[src/rtl/mem_byte_port.sv]
// Byte-serial memory bridge: turns a control-unit word/byte request into one or
// four big-endian 8-bit bus transfers and raises MFC once the access is complete.
module mem_byte_port #(
  parameter int ADDR_WIDTH = 32
) (
  input  logic                  Clk,
  input  logic                  Reset,
  input  logic                  MFA,
  input  logic                  READ_WRITE,
  input  logic                  WORD_BYTE,
  input  logic [ADDR_WIDTH-1:0] Address,
  input  logic [31:0]           DataIn,
  output logic [31:0]           DataOut,
  output logic                  MFC,
  output logic [ADDR_WIDTH-1:0] MemAddr,
  output logic [7:0]            MemWrData,
  input  logic [7:0]            MemRdData,
  output logic                  MemEn,
  output logic                  MemWe,
  input  logic                  MemReady
);

  typedef enum logic [1:0] {IDLE, XFER, DONE} state_e;

  state_e                state_q, state_d;
  logic [1:0]            cnt_q, cnt_d;
  logic                  rw_q, rw_d;
  logic                  wb_q, wb_d;
  logic [ADDR_WIDTH-1:0] addr_q, addr_d;
  logic [31:0]           wdata_q, wdata_d;
  logic [31:0]           asm_q, asm_d;
  logic [31:0]           dout_q, dout_d;
  logic [ADDR_WIDTH-1:0] mem_addr_q, mem_addr_d;
  logic [7:0]            mem_wr_data_q, mem_wr_data_d;
  logic                  mem_en_q, mem_en_d;
  logic                  mem_we_q, mem_we_d;
  logic                  mfc_q, mfc_d;
  logic                  last_byte;
  logic [31:0]           merged;

  function automatic logic [7:0] byte_sel(input logic [31:0] d, input logic [1:0] k,
                                          input logic word);
    logic [7:0] b;
    b = d[7:0];
    if (word) begin
      case (k)
        2'd0:    b = d[31:24];
        2'd1:    b = d[23:16];
        2'd2:    b = d[15:8];
        default: b = d[7:0];
      endcase
    end
    return b;
  endfunction

  // Word accesses walk the aligned 4-byte block; only the low two bits change.
  function automatic logic [ADDR_WIDTH-1:0] byte_addr(input logic [ADDR_WIDTH-1:0] a,
                                                      input logic [1:0] k, input logic word);
    return word ? {a[ADDR_WIDTH-1:2], k} : a;
  endfunction

  function automatic logic [31:0] byte_merge(input logic [31:0] acc, input logic [7:0] rd,
                                             input logic [1:0] k);
    logic [31:0] r;
    r = acc;
    case (k)
      2'd0:    r[31:24] = rd;
      2'd1:    r[23:16] = rd;
      2'd2:    r[15:8]  = rd;
      default: r[7:0]   = rd;
    endcase
    return r;
  endfunction

  assign last_byte = wb_q ? (cnt_q == 2'd3) : 1'b1;
  assign merged    = byte_merge(asm_q, MemRdData, cnt_q);

  always_ff @(posedge Clk or negedge Reset) begin
    if (!Reset) state_q <= IDLE;
    else        state_q <= state_d;
  end

  always_comb begin
    state_d = state_q;
    case (state_q)
      IDLE:    if (MFA) state_d = XFER;
      XFER:    if (MemReady && last_byte) state_d = MFA ? DONE : IDLE;
      DONE:    if (!MFA) state_d = IDLE;
      default: state_d = IDLE;
    endcase
  end

  always_comb begin
    cnt_d         = cnt_q;
    rw_d          = rw_q;
    wb_d          = wb_q;
    addr_d        = addr_q;
    wdata_d       = wdata_q;
    asm_d         = asm_q;
    dout_d        = dout_q;
    mem_addr_d    = mem_addr_q;
    mem_wr_data_d = mem_wr_data_q;
    case (state_q)
      IDLE: begin
        if (MFA) begin
          rw_d          = READ_WRITE;
          wb_d          = WORD_BYTE;
          addr_d        = Address;
          wdata_d       = DataIn;
          cnt_d         = 2'd0;
          mem_addr_d    = byte_addr(Address, 2'd0, WORD_BYTE);
          mem_wr_data_d = byte_sel(DataIn, 2'd0, WORD_BYTE);
        end
      end
      XFER: begin
        if (MemReady) begin
          if (rw_q) asm_d = merged;
          if (last_byte) begin
            if (rw_q) dout_d = wb_q ? merged : {24'd0, MemRdData};
          end else begin
            cnt_d         = cnt_q + 2'd1;
            mem_addr_d    = byte_addr(addr_q, cnt_q + 2'd1, wb_q);
            mem_wr_data_d = byte_sel(wdata_q, cnt_q + 2'd1, wb_q);
          end
        end
      end
      default: ;
    endcase
    mem_en_d = (state_d == XFER);
    mem_we_d = (state_d == XFER) && !rw_d;
    // MFC follows DONE by one registered cycle and drops on the first edge that sees MFA low.
    mfc_d    = (state_q == DONE) && MFA;
  end

  always_ff @(posedge Clk or negedge Reset) begin
    if (!Reset) begin
      cnt_q         <= 2'd0;
      rw_q          <= 1'b0;
      wb_q          <= 1'b0;
      addr_q        <= '0;
      wdata_q       <= 32'd0;
      asm_q         <= 32'd0;
      dout_q        <= 32'd0;
      mem_addr_q    <= '0;
      mem_wr_data_q <= 8'd0;
      mem_en_q      <= 1'b0;
      mem_we_q      <= 1'b0;
      mfc_q         <= 1'b0;
    end else begin
      cnt_q         <= cnt_d;
      rw_q          <= rw_d;
      wb_q          <= wb_d;
      addr_q        <= addr_d;
      wdata_q       <= wdata_d;
      asm_q         <= asm_d;
      dout_q        <= dout_d;
      mem_addr_q    <= mem_addr_d;
      mem_wr_data_q <= mem_wr_data_d;
      mem_en_q      <= mem_en_d;
      mem_we_q      <= mem_we_d;
      mfc_q         <= mfc_d;
    end
  end

  assign DataOut   = dout_q;
  assign MFC       = mfc_q;
  assign MemAddr   = mem_addr_q;
  assign MemWrData = mem_wr_data_q;
  assign MemEn     = mem_en_q;
  assign MemWe     = mem_we_q;

endmodule

[config.mk]
export PLATFORM = sky130hd
export DESIGN_NAME = mem_byte_port
export DESIGN_NICKNAME = d
export VERILOG_FILES = /design/src/rtl/mem_byte_port.sv
export SDC_FILE = /design/constraint.sdc
export NUM_CORES = 1
export LEC_CHECK = 0
export CAP_MARGIN = 20
export CORE_MARGIN = 3
export CORE_UTILIZATION = 43
export DETAILED_ROUTE_END_ITERATION = 10
export GPL_TIMING_DRIVEN = 0
export HOLD_SLACK_MARGIN = 0.06
export PLACE_DENSITY_LB_ADDON = 0.25
export SLEW_MARGIN = 20
export SYNTH_ARGS = -nofsm -noshare
export SYNTH_HDL_FRONTEND = slang
export SYNTH_SLANG_ARGS = --single-unit
[constraint.sdc]
create_clock -name Clk -period 2.35 [get_ports Clk]
set_input_delay 0.235 -clock Clk [delete_from_list [all_inputs] [get_ports Clk]]
set_output_delay 0.235 -clock Clk [all_outputs]
set_load 0.005 [all_outputs]
After elaboration in Yosys (flattened, before gate mapping)
Index checks and enable logic that the tools add are counted.

Register bits: 177. Latch bits: 0. Memory bits (writable): 0. ROM bits: 0. Bits of input ports: 78. Output and inout port bits: 75. Word-level logic and storage cells: 68. Memories kept: 0.

$add $sub $neg: 1. $mul: 0. Divide/modulo/power cells: 0. Order comparisons: 0. Eq/ne operators: 11. Shifts and indexed selects: 0. Muxes and demuxes: 30. Bitwise operators: 0. Reductions and logical operators: 13.

Operators with widths (count): $mux W32 (4); $mux W8 (9); $pmux W32 S2 (1); $pmux W8 S3 (1); $mux W2 (9); $pmux W8 S2 (1); $eq A2 B1 Y1 const B (4); $eq A2 B2 Y1 const B (4); $reduce_and A4 Y1 (2); $logic_not A2 Y1 (3); $ne A2 B2 Y1 const B (3); $pmux W2 S3 (1); $pmux W2 S2 (1); $logic_and A1 B1 Y1 (3); $mux W1 (3); $reduce_and A3 Y1 (1); $reduce_or A3 Y1 (1); $add A2 B1 Y2 const B (1); $reduce_and A2 Y1 (1); $reduce_bool A2 Y1 (1); $logic_not A1 Y1 (1).

Depth between registers and ports, before layout
Gate-level depths: netlist of the first run.

Depth in word-level cells: 7. Mapped depth: 8. Mapped depth without buffers: 6.

Least setup slack after synthesis of the first run
No wires, ideal clock.

Path kind: register to register. Start: reg cnt_q[0]. End: reg mem_wr_data_q[7], in the netlist MemWrData[7]. Library setup time: 0.077 ns. Arrival: 1.673 ns. Required time: 2.273 ns. Path slack: 0.599 ns. Cell stages (with the launch flop): 9. Buffers on the path: 2. Clock period less this slack: 1.751 ns. Cells stage by stage: dfrtp_1 > inv_1 > ha_1 > buf_2 > nor2b_2 > clkbuf_1 > o21ai_0 > o22a_1 > a21oi_1.

Cells in the longest elaborated chain, start to end: 7. Elaborated cells between the ends (all ways): 13.

Ends and longest elaborated chain: from (decl) (RTL line 26) `logic [1:0] cnt_q, cnt_d;`; from (signal assigned) (RTL line 150) `cnt_q <= cnt_d;`; $add A2 B1 Y2 (RTL line 123) `mem_wr_data_d = byte_sel(wdata_q, cnt_q + 2'd1, wb_q);`; $eq A2 B2 Y1 (tied with other cells) (RTL line 46) `case (k)`; $pmux W8 S3 (RTL line 46); $mux W8 (RTL line 45) `if (word) begin`; $mux W8 (RTL line 118) `if (last_byte) begin`; $mux W8 (RTL line 116) `if (MemReady) begin`; $pmux W8 S2 (RTL line 103) `case (state_q)`; to (signal assigned) (RTL line 158) `mem_wr_data_q <= mem_wr_data_d;`; to (decl) (RTL line 34) `logic [7:0] mem_wr_data_q, mem_wr_data_d;`.

Several ways; a longest one is shown, not always the timed one. The select of a mux whose other input is x is not followed. A chain may end at the register's enable or synchronous reset.

Worst setup path in the final report of the first run
Start: reg cnt_q[0]. End: reg mem_wr_data_q[1], in the netlist MemWrData[1].

The elaborated chain is that of the path after synthesis.

==> run metrics, run 1 <==
commonest non-fill, non-tap cell in the layout=dfrtp_1; clk_lat worst skew=0.42 ns; die width=137.5 um; max-slew headroom at the worst pin=0.5187; Tcrit/Tclk final=0.9058; die area=18900 um^2; first-pass GRT wire length=28.86 mm; final setup vio count=0; worst min-delay path category=input pin to async pin; initial antenna violation count=0; via-per-instance ratio=5.180; Syn Std Cell Area=7433 um^2; post-route insts no fill=1011; Worst-Margin Slew=0.7220 ns; Root Driver=clkbuf_16; Tmin final=2.129 ns; final hold vios=0; Num CTS Buffers=17; Diodes inserted=0; pin count of the biggest net entering global routing=94; R2R depth=8; Ys Warns=0; Power Density=1379 nW/um^2; # rows=47; TritonCTS clock tree=done; post-CTS setup buffers=0; routed vias=5237; Synth area leaders=dfrtp_1, mux2_2, mux2i_1; Top Ports=153; GPL Wtd Cong=0.8339; GRT Total Usage=0.1977; Post-Synthesis Cells=605; clk slew on worst S/H paths=0.06 ns; FF-to-FF Start=cnt_q[0]; Post-Layout Inst Area=9842 um^2; Seq cells post-synth=169; WP data required=2.69 ns; CTS max path bufs=2; final WL=17.93 mm; DRT iter0 DRCs=247; nets=863; DP Area=9263 um^2; Critical Path Start=cnt_q[0]; ANT nets after route=0; worst path arrival time=2.47 ns; sequential fraction of the synthesis area=0.5689; Pre-Repair DR Iteration Count=4; max-slew violation count=0; Setup Skew=0.006980 ns; Clock Sink Count=169; fmax=469.8 MHz; CP startpoint kind=flip-flop; count of input and output buffers=152; Critical R2R Capture=MemWrData[1]; fin util=0.5872; Hold Worst Slack=0.4023 ns; reg-to-reg slack, setup=0.22 ns; H-Tree Level Count=4; Max VDD drop=0.6522 mV; core area=16760 um^2; Area Overhead vs Synth=32.40%; RSZ-0062 raised after global routing=false; Critical Path Sink=MemWrData[1]; Setup Crit Path Kind=flip-flop to flip-flop; global route overflow=0; worst-path fanout max=10; Initial Util=0.4435; DP Wirelength=13.04 mm; Yosys cell types=31; LEAKAGE=4.255 nW; post-placement cell count=978; layout cells sized above 1=0.2465; Post-Syn Area per Cell=12.29 um^2; status=finished clean; max-cap violations=0; pre-CTS setup slack=0.07739 ns; Syn Nets=690; most frequent cells in the layout=dfrtp_1, clkdlybuf4s50_1, mux2_2; final setup margin=0.2213 ns; endpoint class of the critical path=flip-flop; dominant cell type by area after synthesis=dfrtp_1; vias in the first global route=5582; DR WL/cell=17.73 um; post-synth top area share=0.5689; chip height=137.5 um; # DRC=0
[report_power, final]
group          switching, mW  internal, mW  total (mW)
Combinational           2.54          3.25        5.79
Sequential             0.759          4.35        5.11
Clock                   1.14          1.54        2.68
Total                   4.43          9.14        13.6
[state kept, by name, indices dropped and copies added, names as in the netlist]
register,flops
DataOut,32
MemAddr,32
addr_q,32
wdata_q,32
asm_q,24
MemWrData,8
cnt_q,2
state_q,2
MFC,1
MemEn,1
MemWe,1
rw_q,1
wb_q,1
[kinds of logic after synthesis]
family | after synthesis | synth area share
adders and majority gates | 7 | 0.01178
and+or+nand+nor | 128 | 0.07642
muxes | 162 | 0.2400
AOI/OAI and AO/OA | 95 | 0.07154
DFF | 169 | 0.5689
buffers and inverters | 44 | 0.03131
[stage by stage]
step | TNS, ns | total power, mW
2_1_floorplan | 0 | 8.488
3_3_place_gp | -961.42 | 10.76
3_5_place_dp | 0 | 10.99
4_1_cts | 0 | 13.72
5_1_grt | 0 | 14.52
6_report | 0 | 13.57
[Yosys cell counts, drive strengths merged]
cell type  number
a21oi          43
a22oi           8
and2            1
and3            8
and4b           1
buf            31
clkbuf         10
dfrtp         169
ha              7
inv             3
mux2          124
mux2i          38
nand2          62
nand2b          2
nand3           2
nand4b          1
nor2           43
nor2b           3
nor3            1
nor3b           4
o21ai          34
o22a            8
o22ai           2
[worst max-delay path, stage by stage, from the launching register on]
cell      delay (ns)
dfrtp_1         0.44
inv_1           0.15
ha_1            0.22
buf_2           0.20
nor2b_2         0.27
clkbuf_2        0.27
o21ai_0         0.11
o22a_1          0.23
a21oi_1         0.16
[routing by layer]
layer,track usage,share of wire,vias to the layer above
met1,0.2477,0.42,2642
met2,0.3338,0.51,123
met5,0,0,-
met4,0.05543,0.010,0
li1,-,-,2457
met3,0.05771,0.060,15
[layout make-up]
class | instances | area [um^2]
multi-input combinational | 392 | 2972
tap | 220 | 275.3
timing repair buffer | 154 | 1564
buffer | 41 | 222.7
clock inverter | 10 | 93.84
sequential | 169 | 4229
fill | 1364 | 6918
clock buffer | 22 | 474.2
inverter | 3 | 11.26
[worst min path at each step]
stage / start / endpoint / slack, ns / cells past startpoint
2_1_floorplan: Reset / DataOut[0] / -0.06 / 0
3_5_place_dp: Reset / wdata_q[14] / 0.31 / 1
5_1_grt: DataIn[19] / wdata_q[19] / 0.43 / 2
4_1_cts: DataIn[22] / wdata_q[22] / 0.42 / 2
6_report: Reset / DataOut[2] / 0.40 / 2
3_3_place_gp: DataOut[20] / DataOut[20] / 0.46 / 2
[timing repair]
item	CTS	global route
setup endpoints to repair	0	8
hold buffers	1	0
endpoints found under the hold margin	92	0
gates resized for setup	0	2
No activity file was read; power rests on OpenSTA's default activity.
==> inputs of run 2 (changes only) <==
- clock period: 2.35 -> 1.8 ns (I/O delays scaled with it)
==> run 2 against run 1 <==
Net effect: sequential share of layout area decreased by 0.44 points; global-route usage rose by 0.13 points; register-to-register slack worse by 0.15 ns; largest power group unchanged.
==> run metrics, run 2 (same netlist as run 1, synthesis figures left out) <==
status=finished clean; Tmin final=1.732 ns; first-pass GRT wire length=29.01 mm; nets=862; Pre-Repair DR Iteration Count=4; DR WL/cell=17.86 um; Max VDD drop=0.9282 mV; final hold vios=0; max-slew headroom at the worst pin=0.5144; CP max stage delay=0.45 ns; # rows=47; pre-CTS setup slack=-0.4726 ns; most frequent cells in the layout=dfrtp_1, clkdlybuf4s50_1, mux2_2; ANT nets after route=0; die width=137.5 um; DP Wirelength=13.04 mm; final WL=18.04 mm; Clock Sink Count=169; final setup vio count=0; Tcrit/Tclk final=0.9621; worst-path fanout max=10; Buf/Inv on CP=2; endpoint class of the critical path=flip-flop; most frequent CP cell=buf_6; CTS max path bufs=2; core area=16760 um^2; Worst-Margin Slew=0.7283 ns; count of input and output buffers=152; Initial Util=0.4435; # fillers=1358; clk slew on worst S/H paths=0.06 ns; final setup margin=0.06824 ns; commonest non-fill, non-tap cell in the layout=dfrtp_1; vias in the first global route=5600; TritonCTS clock tree=done; Hold Worst Slack=0.3444 ns; Crit path max-delay family=flip-flops; GPL Wtd Cong=0.8339; Setup Skew=0.007380 ns; via-per-instance ratio=5.187; initial antenna violation count=0; global route overflow=0; H-Tree Level Count=4; fin util=0.5934; CP max stage cell=dfrtp_2; GRT Total Usage=0.1989; Tot Pwr=18.02 mW; Power Density=1811 nW/um^2; worst path arrival time=2.04 ns; routed vias=5239; Area Overhead vs Synth=33.80%; # DRC=0; DRT iter0 DRCs=254; Setup Crit Path Kind=flip-flop to flip-flop; Root Driver=clkbuf_16; die area=18900 um^2; RSZ-0062 raised after global routing=true; LEAKAGE=4.290 nW; CP startpoint kind=flip-flop; worst min-delay path category=input pin to async pin; pin count of the biggest net entering global routing=94; CP Cell Sequence=ha_1 -> nor2b_4 -> nand2b_4 -> buf_6 -> buf_6 -> mux2_4; layout cells sized above 1=0.2620; Diodes inserted=0; WP data required=2.11 ns; Num CTS Buffers=17; max-slew violation count=0; Top Ports=153; chip height=137.5 um; clk_lat worst skew=0.42 ns; max-cap violations=0; fmax=577.4 MHz
## run 2: cell types whose count changed in the layout (fill, tap and decap cells not counted), sizes merged
cell,before,now
buf,33,32
## run 2: report_power, final
group	leakage (nW)	internal (mW)	switching, mW
clock network	0.261	2.01	1.49
logic	2.01	4.48	3.36
registers	2.02	5.68	1.00
total	4.29	12.2	5.85
## run 2: metal layers
metal / routed length (um) / part of all wire / global-route usage / vias to the layer above
li1: - / - / - / 2456
met1: 7680 / 0.43 / 0.2487 / 2651
met2: 9072 / 0.50 / 0.3370 / 116
met3: 1088 / 0.060 / 0.05771 / 16
met4: 195 / 0.011 / 0.05543 / 0
met5: 0 / 0 / 0 / -
## run 2: worst paths after layout
check	start	endpoint	slack (ns)	cells after the start
worst min-delay path	Reset	DataOut[2]	0.34	2
max in group asynchronous	Reset	addr_q[3]	0.55	3
min in group Clk	DataIn[19]	wdata_q[19]	0.38	2
worst min register to register	DataOut[17]	DataOut[17]	0.48	2
worst max-delay path	cnt_q[0]	DataOut[7]	0.07	6
worst max register to register	cnt_q[0]	DataOut[7]	0.07	6
## run 2: area by class of cell
type	count	area (um^2)	share of cell area
buffer	36	246.5	0.02478
clock buffer	22	474.2	0.04768
clock inverter	10	93.84	0.009435
inverter	3	11.26	0.001132
multi-input combinational	392	3008	0.3024
sequential	169	4230	0.4253
tap	220	275.3	0.02768
timing repair buffer	158	1607	0.1615
## run 2: what timing repair did
| action | in CTS | in global routing |
|---|---|---|
| endpoints found under the hold margin | 92 | 0 |
| resized for setup | 13 | 18 |
| pin swaps | 1 | 1 |
| hold buffers | 1 | 0 |
| endpoints found under the setup margin | 107 | 99 |
| buffers inserted | 2 | 2 |
## run 2: through the flow
step | area [um^2] | cells | TNS [ns]
6_report | 9946 | 1010 | 0
5_1_grt | 9946 | 1010 | -0.05472
4_1_cts | 9897 | 1009 | 0
3_5_place_dp | 9263 | 978 | -26.23
3_3_place_gp | 9230 | 977 | -1066.87
2_1_floorplan | 7433 | 605 | 0
